[config.mk]
export PLATFORM = sky130hd
export DESIGN_NAME = icache_refill_ctrl
export DESIGN_NICKNAME = d
export VERILOG_FILES = /design/src/rtl/icache_refill_ctrl.sv
export SDC_FILE = /design/constraint.sdc
export NUM_CORES = 1
export LEC_CHECK = 0
export ABC_CLOCK_PERIOD_IN_PS = 1500
export CAP_MARGIN = 10
export CORE_MARGIN = 5
export CORE_UTILIZATION = 31
export DETAILED_ROUTE_END_ITERATION = 8
export PLACE_DENSITY = 0.77
export SYNTH_ARGS = -nofsm -noshare
export SYNTH_HDL_FRONTEND = slang
export SYNTH_SLANG_ARGS = --single-unit
export TNS_END_PERCENT = 100
[constraint.sdc]
create_clock -name clk -period 1.5 [get_ports clk]
set_input_delay 0.225 -clock clk [delete_from_list [all_inputs] [get_ports clk]]
set_output_delay 0.225 -clock clk [all_outputs]
set_load 0.02 [all_outputs]
[src/rtl/icache_refill_ctrl.sv]
// icache_refill_ctrl: L1 I-cache miss sequencer; forwards hits, bursts 8-word lines from memory into the L1.
// Keeps saturating hit/miss counters for performance monitoring.
module icache_refill_ctrl #(
   parameter int ADDR_W = 14,
   parameter int WORDS  = 8,
   parameter int CNT_W  = 16,
   localparam int OFF_W = $clog2(WORDS)
) (
   input  logic              clk,
   input  logic              reset,
   input  logic              cpu_req,
   input  logic [ADDR_W-1:0] cpu_addr,
   output logic              cpu_ready,
   output logic [31:0]       cpu_rdata,
   output logic [ADDR_W-1:0] c_addr,
   output logic              c_we,
   output logic [31:0]       c_data,
   input  logic [31:0]       c_dout,
   input  logic              c_hit,
   output logic              mem_req,
   output logic [ADDR_W-1:0] mem_addr,
   input  logic              mem_gnt,
   input  logic              mem_rvalid,
   input  logic [31:0]       mem_rdata,
   output logic [CNT_W-1:0]  hit_cnt,
   output logic [CNT_W-1:0]  miss_cnt
);
   typedef enum logic [1:0] {IDLE, REQ, FILL} state_t;
   state_t             state_q, state_d;
   logic [OFF_W-1:0]   beat_q, beat_d;
   logic [ADDR_W-1:0]  base_q, base_d;
   logic [CNT_W-1:0]   hit_cnt_q, hit_cnt_d, miss_cnt_q, miss_cnt_d;
   always_ff @(posedge clk) begin
      if (reset) begin
         state_q    <= IDLE;
         beat_q     <= '0;
         base_q     <= '0;
         hit_cnt_q  <= '0;
         miss_cnt_q <= '0;
      end else begin
         state_q    <= state_d;
         beat_q     <= beat_d;
         base_q     <= base_d;
         hit_cnt_q  <= hit_cnt_d;
         miss_cnt_q <= miss_cnt_d;
      end
   end
   always_comb begin
      state_d    = state_q;
      beat_d     = beat_q;
      base_d     = base_q;
      hit_cnt_d  = hit_cnt_q;
      miss_cnt_d = miss_cnt_q;
      c_addr     = cpu_addr;
      c_we       = 1'b0;
      c_data     = '0;
      cpu_rdata  = c_dout;
      cpu_ready  = 1'b0;
      mem_req    = 1'b0;
      mem_addr   = '0;
      case (state_q)
         IDLE: begin
            cpu_ready = cpu_req & c_hit;
            if (cpu_req && c_hit)
               hit_cnt_d = (hit_cnt_q == '1) ? hit_cnt_q : hit_cnt_q + CNT_W'(1);
            else if (cpu_req) begin
               base_d     = {cpu_addr[ADDR_W-1:OFF_W], OFF_W'(0)};
               miss_cnt_d = (miss_cnt_q == '1) ? miss_cnt_q : miss_cnt_q + CNT_W'(1);
               state_d    = REQ;
            end
         end
         REQ: begin
            mem_req  = 1'b1;
            mem_addr = base_q;
            if (mem_gnt) begin
               beat_d  = '0;
               state_d = FILL;
            end
         end
         FILL: begin
            // tag/index come from the latched base so the L1 sees one line throughout the burst
            c_addr = base_q | ADDR_W'(beat_q);
            c_data = mem_rdata;
            c_we   = mem_rvalid;
            if (mem_rvalid) begin
               beat_d  = beat_q + OFF_W'(1);
               state_d = (beat_q == OFF_W'(WORDS - 1)) ? IDLE : FILL;
            end
         end
         default: state_d = IDLE;
      endcase
   end
   assign hit_cnt  = hit_cnt_q;
   assign miss_cnt = miss_cnt_q;
endmodule

Word-level counts from Yosys, hierarchy flattened
Cells that the tools add are included.
- word-level logic and storage cells: 45
- register bits after elaboration: 48
- output and inout bits: 127
- input bits: 84
- bitwise gates (word level): 5
- add/subtract/negate cells: 3
- equality and inequality tests: 9
- mux-type cells: 15
- reduce and logical (&&, ||, !) cells: 8
- operator list (operator ; count):
    $add 16x1->16 const B ; 2
    $eq 16x16->1 const B ; 2
    $mux 32 ; 1
    $mux 14 ; 2
    $or 14x3->14 ; 1
    $mux 2 ; 5
    $reduce_and 3->1 ; 3
    $ne 2x2->1 const B ; 4
    $reduce_and 4->1 ; 2
    $mux 3 ; 2
    $pmux 2 s3 ; 1
    $pmux 3 s2 ; 1
    $add 3x1->3 const B ; 1
    $eq 3x3->1 const B ; 1
    $mux 1 ; 3
    $not 1->1 ; 3
    $eq 2x1->1 const B ; 1
    $eq 2x2->1 const B ; 1
    $logic_not 2->1 ; 1
    $reduce_bool 2->1 ; 1
    $and 1x1->1 ; 1
    $logic_and 1x1->1 ; 1

Logic depth before layout (Yosys ltp)
Gate-level depths: netlist (run 1).
- word-level depth: 4
- gate-level depth with buffers: 7
- mapped depth without buffers: 6

Worst setup path before layout (run 1)
Ideal clock, no wire load.
- kind: register to register
- from: reg hit_cnt_q[0], in the netlist hit_cnt[0]
- to: reg hit_cnt_q[6], in the netlist hit_cnt[6]
- cell stages (with the launch flop): 8
- library setup time: 128 ps
- path slack: -354 ps
- arrival time: 1726 ps
- cells stage by stage: dfxtp_1 -> ha_1 -> and4_1 -> nand4_1 -> clkbuf_1 -> o2111ai_1 -> xor2_1 -> nor2_1
- longest elaborated chain between the ends: 3
- RTL lines (what ; line ; RTL):
    start, declared ; 32 ; logic [CNT_W-1:0] hit_cnt_q, hit_cnt_d, miss_cnt_q, miss_cnt_d;
    start signal, assigned ; 44 ; hit_cnt_q <= hit_cnt_d;
    branches (longest 3 deep; another with $add 16x1->16) ; n/a ;
Parallel ways; which one is timed is not known.
A chain may end at the register's enable or synchronous reset.

Worst setup path after layout (run 1)
- from: reg state_q[1]
- to: out c_addr[7]
- longest elaborated chain between the ends: 2
- RTL lines (what ; line ; RTL):
    start, declared ; 29 ; state_t state_q, state_d;
    start signal, assigned ; 41 ; state_q <= state_d;
    $eq 2x2->1 ; 61 ; case (state_q)
    $mux 14 ; 61 ;
    end, declared ; 15 ; output logic [ADDR_W-1:0] c_addr,
No other way between the ends.

==> results of run 1 <==
==> metal layers <==
metal / wire length, microns / vias up
met4: 348 / 0
met5: 0 / -
li1: - / 1541
met3: 783 / 32
met1: 4070 / 1509
met2: 6180 / 149
==> final cells by class <==
class                      count  area share, %
multi-input combinational    255           36.1
inverter                       3          0.203
clock inverter                 3          0.339
tap                          111           2.51
clock buffer                   5           1.24
antenna                        1         0.0452
timing repair buffer         228           41.7
sequential                    48           17.9
==> power breakdown <==
group          total, mW  switching [mW]  leakage, nW  internal [mW]
logic              0.760           0.322         2.00          0.438
registers           1.32          0.0213        0.398           1.30
clock network      0.770           0.445       0.0479          0.326
==> cell usage after synthesis, types with 2 or more instances <==
master	count	share of area [%]
sky130_fd_sc_hd__buf_4	35	9.1
sky130_fd_sc_hd__a211oi_1	3	0.78
sky130_fd_sc_hd__o211ai_1	4	1.0
sky130_fd_sc_hd__clkbuf_1	14	1.8
sky130_fd_sc_hd__xor2_1	21	6.4
sky130_fd_sc_hd__xnor2_1	4	1.2
sky130_fd_sc_hd__nor4_1	2	0.43
sky130_fd_sc_hd__nor2b_1	3	0.65
sky130_fd_sc_hd__nor3_1	3	0.52
sky130_fd_sc_hd__nand4_1	13	2.8
sky130_fd_sc_hd__and2_1	46	10
sky130_fd_sc_hd__a21oi_1	18	3.1
sky130_fd_sc_hd__dfxtp_1	48	33
sky130_fd_sc_hd__ha_1	4	1.7
sky130_fd_sc_hd__mux2_2	14	5.5
sky130_fd_sc_hd__or3_1	2	0.43
sky130_fd_sc_hd__and4_1	3	0.91
sky130_fd_sc_hd__nand3_1	15	2.6
sky130_fd_sc_hd__o2111ai_1	2	0.61
sky130_fd_sc_hd__o21ai_0	5	0.87
sky130_fd_sc_hd__mux2i_1	2	0.70
sky130_fd_sc_hd__nor2_1	36	4.7
sky130_fd_sc_hd__nand2_1	33	4.3
sky130_fd_sc_hd__inv_1	3	0.39
sky130_fd_sc_hd__nand3b_1	2	0.52
sky130_fd_sc_hd__a31oi_1	2	0.43
sky130_fd_sc_hd__and3_1	5	1.1
==> placed cells by master, fill, tap and decap left out, types with 5 or more instances in the layout <==
master	count
sky130_fd_sc_hd__buf_6	76
sky130_fd_sc_hd__buf_4	54
sky130_fd_sc_hd__clkdlybuf4s50_1	49
sky130_fd_sc_hd__and2_4	44
sky130_fd_sc_hd__nand2_1	33
sky130_fd_sc_hd__nor2_1	31
sky130_fd_sc_hd__dlygate4sd2_1	31
sky130_fd_sc_hd__dfxtp_1	29
sky130_fd_sc_hd__xor2_1	21
sky130_fd_sc_hd__dfxtp_2	17
sky130_fd_sc_hd__a21oi_1	16
sky130_fd_sc_hd__nand4_1	13
sky130_fd_sc_hd__mux2_4	11
sky130_fd_sc_hd__nand3_1	11
sky130_fd_sc_hd__and3_1	5
sky130_fd_sc_hd__clkbuf_8	5
==> stage by stage <==
| stage | TNS [ns] | area [sq um] | instances | total power, mW |
|---|---|---|---|---|
| 4_1_cts | -19.90 | 5220 | 648 | 2.80 |
| 3_3_place_gp | -31.20 | 4680 | 619 | 1.93 |
| 6_report | -18.04 | 5540 | 654 | 2.85 |
| 5_1_grt | -23.80 | 5540 | 654 | 2.99 |
| 2_1_floorplan | -1.55 | 2980 | 356 | 1.72 |
| 3_5_place_dp | -32.12 | 4680 | 619 | 1.93 |
==> registers in the layout, indices dropped and copies added (netlist names) <==
name / cells
base_q: 11
state_q: 2
miss_cnt: 16
beat_q: 3
hit_cnt: 16
==> final timing paths <==
kind	startpoint	to	slack (ns)
worst max-delay path	state_q[1]	c_addr[7]	-0.28
worst min-delay path	reset	beat_q[0]	0.33
worst max register to register	state_q[1]	miss_cnt[14]	-0.25
worst min register to register	base_q[9]	base_q[9]	0.48
==> logic make-up (layout without fill, tap and decap cells) <==
group           Yosys count  count (layout)  share of synthesized area (%)
compound gates           37              37                           7.61
xor+xnor                 25              25                           7.61
fa+ha+maj                 4               4                           1.74
buf+inv                  53             239                           11.5
flops                    48              48                           33.4
mux                      16              16                           6.17
other cells               1               4                          0.130
simple gates            170             170                           31.8
==> worst max-delay path, delay by kind of cell, from the launching register on <==
kind	cells	cell delay, ns
flops	1	0.35
mux	1	0.32
buf+inv	3	0.43
simple gates	1	0.15
==> timing repair <==
action                                  4_1_cts  5_1_grt
pin swaps                                    41       57
hold buffers                                  0        0
buffers inserted                             17        8
endpoints found under the setup margin      137      107
gates cloned                                  5        3
gates resized for setup                     442       83
==> flow_summary.json, run 1 <==
{
  "final_nets": 629,
  "post_route_cells_drive_above_1_share_pct": 48.9,
  "detail_route.wirelength_microns": 11400,
  "groute.usage.overall_pct": 18.3,
  "cts_max_level": 2,
  "postSynthAreaPerCell_sq_um": 8.13,
  "core_area_sq_mm": 0.00915,
  "dieHeight_microns": 106,
  "report.final.slew_viol_count": 0,
  "post_synth_inst_count": 354,
  "rows": 35,
  "clock_tree_from_tritoncts": "yes",
  "pre_cts_ws_ns": -0.618,
  "drc": 0,
  "globalplace.congestion": 0.884,
  "cts.reportedPaths.clkPinSlew_ns": 0.09,
  "seq_cells_post_synth": 48,
  "worst_ep_required_time_ns": 1.27,
  "critPathMaxStageDelay_ns": 0.35,
  "worstSetupEndpointType": "primary output",
  "cpMaxStageDelayCell": "sky130_fd_sc_hd__dfxtp_2",
  "floorplan.initialDensity_pct": 31.4,
  "min_period_over_period_pct": 119,
  "crit_fanout": 5,
  "number_of_enable_flip_flop_cells_after_synthesis": 0,
  "grt_start_max_net_pins": 33,
  "worst_ep_arrival_time_ns": 1.55,
  "fillerInstances": 762,
  "failed_checks": "setup timing",
  "die_width_microns": 106,
  "synthArstFlopShare_pct": 0,
  "viasPerCell": 4.94,
  "worstSetupPathType": "reg -> out",
  "clkSinkCount": 48,
  "hold_viol": 0,
  "globalRouteMet2Util_pct": 35.3,
  "power.density_cell_area_mw_per_mm2": 514,
  "grt_pass1_wl_microns": 16800,
  "busiest_layer": "met2",
  "combined_area_of_the_multi_input_logic_cells_sq_mm": 0.00200,
  "ys_dominant_reg_cell": "sky130_fd_sc_hd__dfxtp_1",
  "skew_ns": 0.00461,
  "holdWs_ns": 0.330,
  "final_design_utilization_pct": 60.5,
  "static-leakage-power_nw": 2.45,
  "detailed_place_hpwl_microns": 7730,
  "grt_setup_unrepaired": "yes",
  "areaGrowthSynthToFinish_pct": 92.6,
  "peakVddDrop_mv": 0.312,
  "post-route-worst-setup-slack_ns": -0.278,
  "seq_area_sq_um": 990,
  "number_of_warnings_issued_by_yosys": 0,
  "cts_max_path_buffers": 2,
  "register_area_share_after_synthesis_pct": 33.4,
  "worstHoldPathCells": 2,
  "numCtsBuffers": 5,
  "setup_violations": 103,
  "grt_pass1_vias": 3288,
  "port_buffers": 143,
  "clock_latency_ns": 0.30,
  "ant_nets": 0,
  "post_synthesis_instance_area_sq_mm": 0.00288,
  "grt.met3_usage_pct": 4.19,
  "clockRootBuffer": "sky130_fd_sc_hd__clkbuf_8",
  "max_cap_violations": 0,
  "synth_cell_types": 39,
  "worst_hold_path_type": "in -> reg",
  "drt_first_iter_violations": 102,
  "global_route.overflow_total": 0,
  "cp_cell_sequence": "nor2b_4, buf_4, clkbuf_16, mux2_2, buf_2",
  "status": "finished with violations",
  "top_level_ports": 211,
  "design.die.area_sq_mm": 0.0113,
  "drt_pass1_iterations": 4,
  "crit_path_start_kind": "flip-flop",
  "final.min_clock_period_ns": 1.78,
  "worst-r2r-cell-count": 6,
  "clock.fmax_mhz": 562,
  "route.vias.total": 3231,
  "number_of_antenna_violations_at_the_first_check_in_global_routing": 1,
  "grt_util_met1_pct": 19.1,
  "wire_per_inst_microns": 17.4
}
Note: power is estimated with default switching activity, not from simulation.
==> run 2, diff against run 1 <==
==> constraint.sdc (replaced) <==
create_clock -name clk -period 1.5 [get_ports clk]
set_input_delay 0.375 -clock clk [delete_from_list [all_inputs] [get_ports clk]]
set_output_delay 0.375 -clock clk [all_outputs]
set_load 0.02 [all_outputs]
==> flow_summary.json, run 2 (synthesis gave the netlist of run 1 again) <==
{
  "status": "finished with violations",
  "failed_checks": "setup timing",
  "clkSinkCount": 48,
  "critPathBufInv": 2,
  "worst_ep_required_time_ns": 1.68,
  "crit_path_start_kind": "flip-flop",
  "timing.rr.start": "state_q[0]",
  "final_design_utilization_pct": 59.7,
  "cts.reportedPaths.clkPinSlew_ns": 0.09,
  "max_cap_violations": 0,
  "regToRegEndpoint": "miss_cnt[14]",
  "final.min_clock_period_ns": 1.88,
  "ant_nets": 0,
  "post_route_cells_drive_above_1_share_pct": 50.8,
  "clockRootBuffer": "sky130_fd_sc_hd__clkbuf_8",
  "critPathMaxStageDelay_ns": 0.52,
  "worst_hold_path_type": "in -> reg",
  "floorplan.initialDensity_pct": 31.4,
  "clock_tree_from_tritoncts": "yes",
  "report.final.slew_viol_count": 0,
  "design.die.area_sq_mm": 0.0113,
  "setup_violations": 103,
  "cts_max_level": 2,
  "cp_cell_sequence": "buf_6, or4b_4, buf_6, nor4_4, nand4_1, xor2_1, nor2_1",
  "globalplace.congestion": 0.839,
  "drc": 0,
  "dieHeight_microns": 106,
  "grt_start_max_net_pins": 22,
  "mostFrequentLayoutCell": "sky130_fd_sc_hd__buf_6",
  "cpMaxStageDelayCell": "sky130_fd_sc_hd__or4b_4",
  "finalInstanceArea_sq_mm": 0.00547,
  "grt_pass1_wl_microns": 15800,
  "worst-r2r-cell-count": 7,
  "skew_ns": 0.00581,
  "grt_pass1_vias": 3163,
  "pre_cts_ws_ns": -0.804,
  "groute.usage.overall_pct": 16.8,
  "numCtsBuffers": 5,
  "route.vias.total": 3246,
  "clock_latency_ns": 0.29,
  "worst_ep_arrival_time_ns": 2.06,
  "final_nets": 624,
  "dpl_cell_area_sq_mm": 0.00472,
  "clock.fmax_mhz": 532,
  "critical_path.top_delay_family": "simple AND/OR/NAND/NOR gates",
  "cts-hold-fix-buffers": 0,
  "hold_viol": 0,
  "power.density_cell_area_mw_per_mm2": 528,
  "worstSetupPathType": "reg -> reg",
  "min_period_over_period_pct": 125,
  "post-route-worst-setup-slack_ns": -0.381,
  "crit_fanout": 4,
  "top_level_ports": 211,
  "layout_common_cells": "63 x sky130_fd_sc_hd__buf_6, 61 x sky130_fd_sc_hd__buf_4, 48 x sky130_fd_sc_hd__clkdlybuf4s50_1",
  "global_route.overflow_total": 0,
  "timing.critical_path.mode_cell": "sky130_fd_sc_hd__buf_6",
  "die_width_microns": 106,
  "static-leakage-power_nw": 2.37,
  "drt_pass1_iterations": 4,
  "detailed_place_hpwl_microns": 7360,
  "rows": 35,
  "core_area_sq_mm": 0.00915,
  "worstSetupEndpointType": "flip-flop",
  "grt_setup_unrepaired": "yes",
  "detail_route.wirelength_microns": 10800,
  "drt_first_iter_violations": 90,
  "viasPerCell": 5.01,
  "whs_endpoint": "hit_cnt[9]",
  "cts_max_path_buffers": 2,
  "areaGrowthSynthToFinish_pct": 90.0,
  "number_of_antenna_violations_at_the_first_check_in_global_routing": 0,
  "peakVddDrop_mv": 0.367,
  "r2r_setup_slack_ns": -0.38,
  "wire_per_inst_microns": 16.6,
  "port_buffers": 143,
  "min-delay-start": "reset",
  "worstHoldPathCells": 2,
  "num_antenna_cells": 0
}
run 2: cell count changes in the layout (fill, tap and decap cells not counted), moves of 7 or more:
cell	before	now
sky130_fd_sc_hd__buf_6	76	63
sky130_fd_sc_hd__a21oi_1	16	6
sky130_fd_sc_hd__clkbuf_2	1	10
sky130_fd_sc_hd__and2_4	44	29
sky130_fd_sc_hd__dlygate4sd2_1	31	15
sky130_fd_sc_hd__buf_4	54	61
sky130_fd_sc_hd__and2_1	2	17
sky130_fd_sc_hd__nand2_1	33	22
sky130_fd_sc_hd__a21oi_2	1	11
sky130_fd_sc_hd__clkdlybuf4s15_1	0	9
sky130_fd_sc_hd__nand2_4	0	11
run 2: worst max path at each step:
stage / cells past startpoint / end / slack [ns] / startpoint
5_1_grt: 4 / c_addr[8] / -0.43 / state_q[1]
4_1_cts: 4 / c_addr[6] / -0.39 / state_q[1]
3_5_place_dp: 4 / cpu_ready / -0.80 / cpu_req
2_1_floorplan: 6 / miss_cnt[14] / -0.13 / state_q[0]
3_3_place_gp: 4 / cpu_ready / -0.77 / cpu_req
6_report: 7 / miss_cnt[14] / -0.38 / state_q[0]
run 2: where the power goes:
group	internal (mW)	switching (mW)
clock	0.377	0.407
combinational	0.441	0.334
sequential	1.30	0.0282
total	2.12	0.769
run 2: cell type report:
cell class              count  area [sq um]
inverters                   3          11.3
clock buffers               8          90.1
fillers                   768          3690
multi-input cells         255          2070
flip-flops and latches     48           991
well taps                 111           139
repair buffers            223          2160
run 2: what timing repair did:
action / in CTS / in global routing
resized for setup: 406 / 135
setup buffers: 7 / 7
pin swaps: 13 / 63
endpoints found under the setup margin: 137 / 121
hold endpoints to repair: 0 / 0
cloned: 2 / 2
run 2: metal layers:
metal | vias to the layer above | GRT usage, % | part of all wire [%]
met3 | 30 | 5.77 | 7.4
met4 | 0 | 4.63 | 2.1
li1 | 1529 | - | -
met2 | 148 | 29.0 | 52
met5 | - | 0 | 0
met1 | 1539 | 19.6 | 38
run 2: metrics by stage:
step	total power [mW]	cells	hold slack (ns)	TNS, ns
after floorplan	1.72	356	0.441	-3.10
after global placement	1.93	623	0.449	-46.38
after detailed placement	1.95	623	0.460	-49.26
after CTS	2.80	640	0.412	-22.78
after global routing	3.03	648	0.427	-30.07
final	2.88	648	0.425	-23.43
==> run 3, diff against run 2 <==
--- a/config.mk
+++ b/config.mk
@@ -10,6 +10,7 @@
 export CORE_MARGIN = 5
 export CORE_UTILIZATION = 31
 export DETAILED_ROUTE_END_ITERATION = 8
+export GPL_ROUTABILITY_DRIVEN = 1
 export PLACE_DENSITY = 0.77
 export SYNTH_ARGS = -nofsm -noshare
 export SYNTH_HDL_FRONTEND = slang
==> results of run 3 <==
Final layout, timing and power as in run 2 (identical DEF).
